### src/rtl/dmem_arbiter.sv
// Two-port arbiter for one single-port data memory. Round-robin tie-break,
// optional bounded lock (atomic sequences), and 1-cycle read return per requester.
module dmem_arbiter #(
   parameter int WIDTH      = 32,
   parameter int ADDR_WIDTH = 8,
   parameter int LOCK_MAX   = 16
) (
   input  logic                  clock,
   input  logic                  reset,
   input  logic                  a_req,
   input  logic                  a_we,
   input  logic                  a_lock,
   input  logic [ADDR_WIDTH-1:0] a_addr,
   input  logic [WIDTH-1:0]      a_wdata,
   input  logic                  b_req,
   input  logic                  b_we,
   input  logic                  b_lock,
   input  logic [ADDR_WIDTH-1:0] b_addr,
   input  logic [WIDTH-1:0]      b_wdata,
   output logic                  a_gnt,
   output logic                  b_gnt,
   output logic                  a_rvalid,
   output logic                  b_rvalid,
   output logic [WIDTH-1:0]      a_rdata,
   output logic [WIDTH-1:0]      b_rdata,
   output logic [ADDR_WIDTH-1:0] mem_addr,
   output logic [WIDTH-1:0]      mem_din,
   output logic                  mem_wren,
   input  logic [WIDTH-1:0]      mem_dout,
   output logic                  lock_timeout
);

   typedef enum logic [1:0] {IDLE, LOCK_A, LOCK_B} state_t;

   localparam logic [7:0] LOCK_LIM = 8'(LOCK_MAX);

   state_t           state, state_nxt;
   logic             last, last_nxt;        // 1: B was granted last
   logic [7:0]       cnt, cnt_nxt, cnt_inc;
   logic             a_blk, b_blk, a_blk_nxt, b_blk_nxt;
   logic             to_nxt;
   logic             a_vld_p1, b_vld_p1;
   logic [WIDTH-1:0] a_rdata_p1, b_rdata_p1;

   always_comb begin
      a_gnt     = 1'b0;
      b_gnt     = 1'b0;
      state_nxt = state;
      cnt_nxt   = cnt;
      cnt_inc   = cnt + 8'd1;
      last_nxt  = last;
      to_nxt    = 1'b0;
      // a forced-release block lasts until that side drops its lock once
      a_blk_nxt = a_blk & a_lock;
      b_blk_nxt = b_blk & b_lock;
      case (state)
         IDLE: begin
            if (a_req && (!b_req || last)) a_gnt = 1'b1;
            else if (b_req)                b_gnt = 1'b1;
            if (a_gnt && a_lock && !a_blk) begin
               state_nxt = LOCK_A;
               cnt_nxt   = 8'd0;
            end else if (b_gnt && b_lock && !b_blk) begin
               state_nxt = LOCK_B;
               cnt_nxt   = 8'd0;
            end
         end
         LOCK_A: begin
            a_gnt = a_req;
            if (!a_lock) begin
               state_nxt = IDLE;
            end else if (cnt_inc == LOCK_LIM) begin
               state_nxt = IDLE;
               cnt_nxt   = 8'd0;
               to_nxt    = 1'b1;
               a_blk_nxt = 1'b1;
            end else begin
               cnt_nxt = cnt_inc;
            end
         end
         LOCK_B: begin
            b_gnt = b_req;
            if (!b_lock) begin
               state_nxt = IDLE;
            end else if (cnt_inc == LOCK_LIM) begin
               state_nxt = IDLE;
               cnt_nxt   = 8'd0;
               to_nxt    = 1'b1;
               b_blk_nxt = 1'b1;
            end else begin
               cnt_nxt = cnt_inc;
            end
         end
         default: state_nxt = IDLE;
      endcase
      if (a_gnt) last_nxt = 1'b0;
      if (b_gnt) last_nxt = 1'b1;
      // a timed-out holder yields the next tie to the other side
      if (to_nxt) last_nxt = (state == LOCK_B);
      if (reset) begin
         a_gnt = 1'b0;
         b_gnt = 1'b0;
      end
   end

   assign mem_addr = a_gnt ? a_addr  : (b_gnt ? b_addr  : '0);
   assign mem_din  = a_gnt ? a_wdata : (b_gnt ? b_wdata : '0);
   assign mem_wren = a_gnt ? a_we    : (b_gnt ? b_we    : 1'b0);

   always_ff @(posedge clock or posedge reset) begin
      if (reset) begin
         state        <= IDLE;
         last         <= 1'b1;
         cnt          <= 8'd0;
         a_blk        <= 1'b0;
         b_blk        <= 1'b0;
         lock_timeout <= 1'b0;
      end else begin
         state        <= state_nxt;
         last         <= last_nxt;
         cnt          <= cnt_nxt;
         a_blk        <= a_blk_nxt;
         b_blk        <= b_blk_nxt;
         lock_timeout <= to_nxt;
      end
   end

   // read return stage: data captured at the grant edge, valid for one cycle
   always_ff @(posedge clock or posedge reset) begin
      if (reset) begin
         a_vld_p1   <= 1'b0;
         b_vld_p1   <= 1'b0;
         a_rdata_p1 <= '0;
         b_rdata_p1 <= '0;
      end else begin
         a_vld_p1 <= a_gnt & ~a_we;
         b_vld_p1 <= b_gnt & ~b_we;
         if (a_gnt && !a_we) a_rdata_p1 <= mem_dout;
         if (b_gnt && !b_we) b_rdata_p1 <= mem_dout;
      end
   end

   assign a_rvalid = a_vld_p1;
   assign b_rvalid = b_vld_p1;
   assign a_rdata  = a_rdata_p1;
   assign b_rdata  = b_rdata_p1;

endmodule

### config.mk
export PLATFORM = sky130hd
export DESIGN_NAME = dmem_arbiter
export DESIGN_NICKNAME = d
export VERILOG_FILES = /design/src/rtl/dmem_arbiter.sv
export SDC_FILE = /design/constraint.sdc
export NUM_CORES = 1
export LEC_CHECK = 0
export CAP_MARGIN = 20
export CORE_ASPECT_RATIO = 0.6
export CORE_MARGIN = 3
export CORE_UTILIZATION = 38
export DETAILED_ROUTE_END_ITERATION = 8
export PLACE_DENSITY_LB_ADDON = 0.1
export RECOVER_POWER = 25
export SLEW_MARGIN = 20
export SYNTH_ARGS = -nofsm -noshare
export SYNTH_HDL_FRONTEND = slang
export SYNTH_SLANG_ARGS = --single-unit
### constraint.sdc
create_clock -name clock -period 3.2 [get_ports clock]
set_input_delay 0.96 -clock clock [delete_from_list [all_inputs] [get_ports clock]]
set_output_delay 0.96 -clock clock [all_outputs]
set_load 0.005 [all_outputs]
==> impl_metrics.toml, run 1 <==
[global_routing]
grt-ovfl-total = 0
grtUsageTotal_pct = 26.3
antenna_found_initial = 2
grt_pass1_vias = 4054
grt_first_pass_wirelength_microns = 22800
grt_max_degree = 52

[min_path]
holdCritPathClass = "register to register"
hold_depth = 1

[worst_setup_path]
arrival_ns = 2.26
endpoint_kind = "primary output"
cp.depth = 10
critPathMostFrequentCell = "buf_12"
crit_buf_inv = 5
cp.required_ns = 2.24
cpPeakStageDelay_ns = 0.27
cp_top_family = "buffers and inverters"
critPathSlowestCell = "a21boi_4"
cp_cell_sequence = "buf_8 -> nand2_4 -> a21oi_2 -> nor3b_2 -> a21boi_4 -> buf_12 -> buf_12 -> buf_16 -> a22o_1 -> buf_2"
r2r_cells = 17
start_kind = "input port"
path_class = "input port to primary output"
crit_fanout = 5

[floorplanning]
initial_core_util_pct = 40.6
rows = 27
die_x_microns = 136
ios = 230
dieArea_sq_um = 11500
die_h_microns = 84.2
core_region_area_sq_um = 9560

[placement]
place_congestion = 0.931
placement.cell_area_sq_um = 6450
post-dp-hpwl_microns = 11400
io_buffers = 229
place_inst = 675

[logic_synthesis]
ys.flop_type = "dfrtp_1"
synthAdderAreaFrac_pct = 1.94
synth_compound_area_share_pct = 16.1
netlist_instances = 316
ys_warn_count = 0
synthDistinctLibCells = 48
synth_top_family_by_area = "multiplexers"
async_flop_share_pct = 100
avgSynthCellArea_sq_um = 12.3
ys_seq_area_share_pct = 51.7
synth.area.top_cells = "dfrtp_1 (51%), mux2_2 (10%), a22o_1 (9.5%)"
synth_top_area_cell = "dfrtp_1"
synth_fp_nets = 442
post-synth-top-area-fraction_pct = 51.0
syn_area_sq_um = 3880
synth_mux_area_share_pct = 18.9
yosys.area_share.xor_xnor_pct = 0.226
ys_ff_latch = 80
synth_edf_count = 0
synth-simple-area-share_pct = 7.20

[pwr]
peakVddDrop_mv = 0.350
leakagePower_nw = 3.08
combPwrFrac_pct = 52.7
p_sw_share_pct = 31.9
powerDensity_nw_per_um2 = 804
p_int_mw = 3.90
sequentialPowerShare_pct = 30.1
power_switching_mw = 1.83
p_clk_share_pct = 17.1

[cells_and_area]
area_delta_synth_final_pct = 83.6
nets = 714
antennaDiodeCount = 0
fin_cells = 723
postLayoutCellArea_sq_um = 7120
fill_cells = 640
postLayoutCoreUtil_pct = 74.5
drive_gt1_share_pct = 27.5

[status]
violations = "negative setup slack"
outcome = "finished, violations left"

[sta]
fin_skew_ns = 0.00603
hold_viol_final = 0
finalWorstSetupSlack_ns = -0.0210
max_freq_mhz = 310
rsz0062_at_grt = "true"
period_minus_slack_ns = 3.22
setup_viol = 8
worstMarginPinSlew_ns = 0.581
slew_viol_final = 0
fin_crit_sh_pct = 101
holdWs_ns = 0.484
slew_headroom_pct = 61.2

[drt]
drtPass1Iterations = 4
vias_per_cell = 5.27
wire_per_inst_microns = 21.1
dr.first_iter.drc_count = 192
routed-via-count = 3811
drc = 0
drt-total-wl_microns = 15300
drtAntennaViolNets = 0

[clock_tree]
cts_made_buffers = 9
cts_hold_buf = 0
cts_tree = "done"
htree_num_levels = 3
cts.clk_slew.worst_paths_ns = 0.06
insertion_delay_ns = 0.33
clock-root-buffer = "clkbuf_16"
cts_sinks = 80
clock_path_buffers = 2

[run]
max_cap_violations = 0
## synthesized netlist by cell type, types with 2 or more instances
library cell and instances:
nand2b_1 5, o21ai_0 16, nor3_1 2, nand3_1 5
dfrtp_1 79, mux2_2 35, buf_2 9, o21a_1 2
mux2_1 30, nand2_1 20, o211ai_1 2, nor2_1 6
ha_1 6, nor3b_1 2, buf_6 3, o41ai_1 2
a22o_1 42, clkbuf_1 5, a21oi_1 5, inv_1 12
## through the flow
step,setup WS [ns],TNS [ns],power [mW]
floorplan,0.190,0,2.69
global placement,-0.687,-27.10,4.27
detailed placement,-0.751,-28.84,4.36
CTS,0.0000864,0,5.60
global route,-0.0632,-0.740,6.04
finish,-0.0210,-0.0851,5.73
## flip-flops by register name, indices dropped and copies added, names as in the netlist
signal,cells
b_blk,1
a_blk,1
state,2
lock_timeout,1
cnt,8
b_rdata,32
last,1
a_rdata,32
b_rvalid,1
a_rvalid,1
## kinds of logic (layout without fill, tap and decap cells)
logic type,count (synthesis),after routing
AND/OR/NAND/NOR,52,52
XOR/XNOR,1,1
multiplexers,65,65
adder cells (fa/ha/maj),6,6
buffers and inverters,31,308
flip-flops,80,80
AO/OA/AOI/OAI,81,81
## power by group through the flow
stage               clock, mW  sequential [mW]  combinational, mW
floorplan                   0             1.74              0.953
global placement            0             1.71               2.57
detailed placement          0             1.74               2.62
CTS                     0.999             1.72               2.87
global route             1.04             1.79               3.21
finish                  0.981             1.72               3.02
## layout make-up
class	instances	area, sq um	area share, %
well taps	130	163	2.28
flip-flops and latches	80	2000	28.1
inverters	12	46.3	0.650
clock inverters	6	51.3	0.720
clock buffers	10	239	3.36
repair buffers	280	2790	39.2
multi-input cells	205	1830	25.6
## layout by cell type, fill, tap and decap left out, types with 3 or more instances in the layout
cell type,instances
nor2_1,6
mux2_2,35
o21ai_1,6
a22o_1,42
clkdlybuf4s50_1,184
clkdlybuf4s15_1,4
clkbuf_2,7
mux2_1,30
o21ai_0,11
buf_12,10
buf_4,25
buf_2,32
buf_8,3
nand2b_1,3
dfrtp_1,79
clkinvlp_4,3
clkbuf_16,9
buf_6,8
nand2_1,19
a21oi_1,3
ha_1,4
inv_1,11
buf_16,7
nand3_1,5
## worst paths after layout
path / start / endpoint / slack [ns]
worst min register to register: a_rdata[22] / a_rdata[22] / 0.48
min in group asynchronous: reset / b_blk / 0.70
worst max-delay path: a_req / mem_din[10] / -0.02
worst min-delay path: a_rdata[22] / a_rdata[22] / 0.48
max in group asynchronous: reset / a_rdata[0] / 1.89
worst max register to register: last / cnt[3] / 0.22
## layer usage
metal / vias to the layer above / GRT usage [%] / routed length (microns)
li1: 1726 / - / -
met1: 1840 / 31.8 / 6030
met2: 208 / 42.5 / 7220
met3: 33 / 9.10 / 1410
met4: 4 / 11.7 / 565
met5: - / 0 / 27
## timing repair
action | 4_1_cts | 5_1_grt
buffers inserted | 20 | 4
resized for setup | 165 | 43
pin swaps | 17 | 10
gates cloned | 9 | 0
endpoints found under the setup margin | 43 | 48
(Power assumes the default switching activity.)
==> run 2, diff against run 1 <==
CTS_CLUSTER_SIZE = 20   (was not set)
GPL_TIMING_DRIVEN = 0   (was not set)
==> impl_metrics.toml, run 2 (synthesis results as in run 1) <==
[cells_and_area]
antennaDiodeCount = 0
postLayoutCoreUtil_pct = 71.1
fill_cells = 691
final_common_cell = "clkdlybuf4s50_1"
drive_gt1_share_pct = 25.8
final_cell_mix = "clkdlybuf4s50_1 (183), dfrtp_1 (77), a22o_1 (41)"
postLayoutCellArea_sq_um = 6790
fin_cells = 712
nets = 703
area_delta_synth_final_pct = 75.2

[placement]
place_congestion = 0.885
placement.cell_area_sq_um = 6360
io_buffers = 229
dpl_worst_slack_ns = -1.15
place_inst = 676
post-dp-hpwl_microns = 11000

[worst_setup_path]
path_class = "input port to primary output"
r2r_slack_ns = 0.61
crit_fanout = 5
cp.required_ns = 2.24
arrival_ns = 2.27
start_kind = "input port"
crit_buf_inv = 5
endpoint_kind = "primary output"
cpPeakStageDelay_ns = 0.23
critPathSlowestCell = "a21boi_4"
critPathMostFrequentCell = "buf_12"
cp_top_family = "buffers and inverters"
cp_cell_sequence = "buf_12 -> nand2_4 -> a21oi_2 -> nor3b_2 -> a21boi_4 -> buf_12 -> buf_8 -> buf_6 -> a22o_1 -> buf_2"

[sta]
slew_headroom_pct = 9.08
period_minus_slack_ns = 3.23
worstMarginPinSlew_ns = 1.36
finalWorstSetupSlack_ns = -0.0270
max_freq_mhz = 310
slew_viol_final = 0
hold_viol_final = 0
setup_viol = 2
rsz0062_at_grt = "true"
fin_skew_ns = 0.00572
holdWs_ns = 0.485
fin_crit_sh_pct = 101

[run]
max_cap_violations = 0

[drt]
wl_met1_microns = 5790
wl_met3_microns = 1020
dr.first_iter.drc_count = 187
highest_layer = "met4"
routed-wl-met2_microns = 6800
wire_per_inst_microns = 19.9
drc = 0
drtPass1Iterations = 6
drtAntennaViolNets = 0
drt-total-wl_microns = 14100
vias_per_cell = 5.17
routed-via-count = 3681

[min_path]
holdCritPathClass = "register to register"

[clock_tree]
insertion_delay_ns = 0.33
cts_tree = "done"
cts.clk_slew.worst_paths_ns = 0.06
clock-root-buffer = "clkbuf_16"
clock_path_buffers = 2
htree_num_levels = 3
cts_made_buffers = 9
cts_sinks = 80
cts_hold_buf = 0

[floorplanning]
ios = 230
initial_core_util_pct = 40.6
rows = 27
core_region_area_sq_um = 9560
die_x_microns = 136
die_h_microns = 84.2
dieArea_sq_um = 11500

[global_routing]
grt-ovfl-total = 0
grtUsageTotal_pct = 24.5
grt_pass1_vias = 3814
grt_first_pass_wirelength_microns = 21600
antenna_found_initial = 0
grt_max_degree = 57

[status]
outcome = "finished, violations left"
violations = "negative setup slack"

[pwr]
leakagePower_nw = 2.99
power_switching_mw = 1.74
peakVddDrop_mv = 0.378
powerDensity_nw_per_um2 = 809
p_int_mw = 3.75
sequentialPowerShare_pct = 31.4
p_clk_share_pct = 19.4
p_sw_share_pct = 31.7
combPwrFrac_pct = 49.2
[run 2: changes by cell type in the layout (fill, tap and decap cells not counted), sizes merged, moves of 2 or more]
| cell | change |
|---|---|
| clkinvlp | -3 |
| clkdlybuf4s15 | -2 |
| clkbuf | +13 |
| buf | -23 |
[run 2: power groups by stage]
stage                     logic, mW  registers [mW]  clock network (mW)
after floorplan               0.953            1.74                   0
after global placement         2.48            1.70                   0
after detailed placement       2.55            1.73                   0
after CTS                      2.67            1.73                1.09
after global routing           2.89            1.79                1.14
final                          2.70            1.73                1.06
[run 2: layer usage]
layer	vias up	track usage [%]
met5	-	0
met4	0	10.1
met2	170	40.4
met3	27	6.95
li1	1699	-
met1	1785	30.5
[run 2: worst paths after layout]
path	depth (start not counted)	from	to
min in group asynchronous	2	reset	b_blk
max in group asynchronous	3	reset	state[0]
hold reg to reg	1	a_rdata[28]	a_rdata[28]
setup reg to reg	11	state[1]	b_rdata[8]
setup / recovery	10	a_req	mem_din[31]
hold / removal	1	a_rdata[28]	a_rdata[28]
[run 2: repair_timing]
action                     in CTS  in global routing
setup endpoints to repair      43                 42
gates cloned                    3                  0
gates resized for setup       178                 36
buffers inserted               15                  3
pin swaps                      12                  9
[run 2: cell type report]
class | count | area, sq um | share of cell area [%]
tap | 130 | 163 | 2.39
sequential | 80 | 2010 | 29.5
clock inverter | 6 | 75.1 | 1.11
timing repair buffer | 251 | 2310 | 34.0
multi-input combinational | 205 | 1790 | 26.4
inverter | 12 | 50.0 | 0.737
clock buffer | 10 | 239 | 3.52
buffer | 18 | 158 | 2.32
[run 2: through the flow]
step | TNS, ns | power, mW
CTS | -0.00981 | 5.48
global route | -0.524 | 5.82
finish | -0.0327 | 5.49
global placement | -129.01 | 4.18
floorplan | 0 | 2.69
detailed placement | -44.10 | 4.28
==> run 3, diff against run 2 <==
ABC_AREA = 1   (was not set)
CORE_UTILIZATION = 35   (was 38)
clock period = 2.9 ns   (was 3.2 ns; I/O delays follow)
==> impl_metrics.toml, run 3 <==
[global_routing]
grt_first_pass_wirelength_microns = 23800
antenna_found_initial = 0
grtUsageTotal_pct = 22.5
grt_pass1_vias = 4470
grt-ovfl-total = 0
grt_max_degree = 28

[logic_synthesis]
ys.flop_type = "dfrtp_1"
async_flop_share_pct = 100
synth_fp_nets = 651
netlist_instances = 525
ys_warn_count = 0
syn_area_sq_um = 4090
yosysMostFrequentCell = "nand2_1"
ys_seq_area_share_pct = 49.0
post-synth-top-area-fraction_pct = 48.4
synth_edf_count = 0
ys_ff_latch = 80
synth.area.top_cells = "dfrtp_1 (48%), nand2_1 (19%), nand3_1 (6.2%)"
avgSynthCellArea_sq_um = 7.78
synth_top_area_cell = "dfrtp_1"
synthDistinctLibCells = 29
synthTopCellsByCount = "nand2_1 (204), dfrtp_1 (79), nand3_1 (51)"

[cells_and_area]
drive_gt1_share_pct = 20.1
final_common_cell = "nand2_1"
final_cell_mix = "nand2_1 (201), clkdlybuf4s50_1 (183), dfrtp_1 (78)"
fill_cells = 904
nets = 916
postLayoutCellArea_sq_um = 7210
antennaDiodeCount = 0
fin_cells = 950
area_delta_synth_final_pct = 76.5

[floorplanning]
ios = 230
dieArea_sq_um = 13100
initial_core_util_pct = 37.3
die_h_microns = 89.7
rows = 29
die_x_microns = 145
core_region_area_sq_um = 11000

[placement]
io_buffers = 229
place_inst = 912
place_congestion = 0.822
post-dp-hpwl_microns = 11400
dpl_worst_slack_ns = -1.14
placement.cell_area_sq_um = 6670

[worst_setup_path]
cp.required_ns = 2.03
crit_fanout = 10
path_class = "input port to primary output"
cp_cell_sequence = "buf_8 -> inv_4 -> o21ai_2 -> o22ai_4 -> inv_2 -> clkbuf_4 -> nand3_1 -> nand2_1 -> dlygate4sd2_1"
endpoint_kind = "primary output"
cpPeakStageDelay_ns = 0.26
start_kind = "input port"
arrival_ns = 2.02
critPathSlowestCell = "dlygate4sd2_1"

[min_path]
holdCritPathClass = "register to register"

[clock_tree]
clock_path_buffers = 2
cts_sinks = 80
cts_tree = "done"
clock-root-buffer = "clkbuf_16"
cts.clk_slew.worst_paths_ns = 0.06
htree_num_levels = 3
cts_made_buffers = 9
insertion_delay_ns = 0.34

[sta]
slew_headroom_pct = 20.2
setup_viol = 0
fin_crit_sh_pct = 99.5
rsz0062_at_grt = "true"
max_freq_mhz = 346
slew_viol_final = 0
finalWorstSetupSlack_ns = 0.0140
hold_viol_final = 0
period_minus_slack_ns = 2.89
fin_skew_ns = 0.00969
worstMarginPinSlew_ns = 1.20

[run]
max_cap_violations = 0

[drt]
drtPass1Iterations = 6
routed-via-count = 4451
vias_per_cell = 4.69
dr.first_iter.drc_count = 260
wire_per_inst_microns = 15.6
drtAntennaViolNets = 0
drt-total-wl_microns = 14800
drc = 0

[pwr]
peakVddDrop_mv = 0.581
p_total_mw = 6.41
leakagePower_nw = 3.57
powerDensity_nw_per_um2 = 888

[status]
outcome = "finished, final reports clean"
## run 3: power breakdown
group | leakage, nW | internal [mW] | switching [mW]
Clock | 0.150 | 0.700 | 0.463
Sequential | 1.01 | 1.60 | 0.308
Combinational | 2.41 | 1.84 | 1.49
## run 3: kinds of logic after synthesis
| group | count (synthesis) | synth area share, % |
|---|---|---|
| fa+ha+maj | 6 | 1.84 |
| buf+inv | 87 | 9.25 |
| simple gates | 274 | 27.7 |
| compound gates | 78 | 12.2 |
| flops | 80 | 49.0 |
## run 3: metal layers
layer / track usage, % / vias to the layer above / wire length (microns)
met5: 0 / - / 0
met4: 6.16 / 0 / 297
met3: 5.18 / 22 / 933
met2: 36.2 / 168 / 7010
met1: 30.7 / 2068 / 6580
li1: - / 2193 / -
## run 3: stage by stage
stage / setup TNS, ns / utilization [%] / hold WS [ns]
3_3_place_gp: -137.77 / 60.2 / 0.466
3_5_place_dp: -50.29 / 60.9 / 0.470
5_1_grt: -0.0849 / 65.8 / 0.510
6_report: 0 / 65.8 / 0.485
2_1_floorplan: -26.00 / - / 0.462
4_1_cts: 0 / 66.1 / 0.485
## run 3: final cells by class
cell class / count / area [sq um] / area share, %
timing repair buffer: 254 / 2370 / 32.9
buffer: 26 / 275 / 3.82
clock buffer: 10 / 239 / 3.31
clock inverter: 6 / 72.6 / 1.01
multi-input combinational: 358 / 1810 / 25.1
tap: 155 / 194 / 2.69
inverter: 61 / 243 / 3.36
sequential: 80 / 2000 / 27.8
## run 3: worst max-delay path, delay by kind of cell
family          cells  cell delay [ns]
buf+inv             5             0.74
simple gates        2             0.13
compound gates      2             0.26
## run 3: timing repair
item,CTS,global route
hold buffers,0,0
setup buffers,11,5
resized for setup,186,39
pin swaps,17,6
gates cloned,4,2
endpoints found under the setup margin,43,41
## run 3: final timing paths
path,startpoint,end,slack [ns],cells past startpoint
hold / removal,b_rdata[8],b_rdata[8],0.48,2
setup reg to reg,state[0],b_rdata[15],0.86,13
min in group asynchronous,reset,b_rdata[23],0.58,3
max in group asynchronous,reset,b_rdata[17],0.74,5
setup / recovery,b_req,mem_din[9],0.01,9
hold reg to reg,b_rdata[8],b_rdata[8],0.48,2
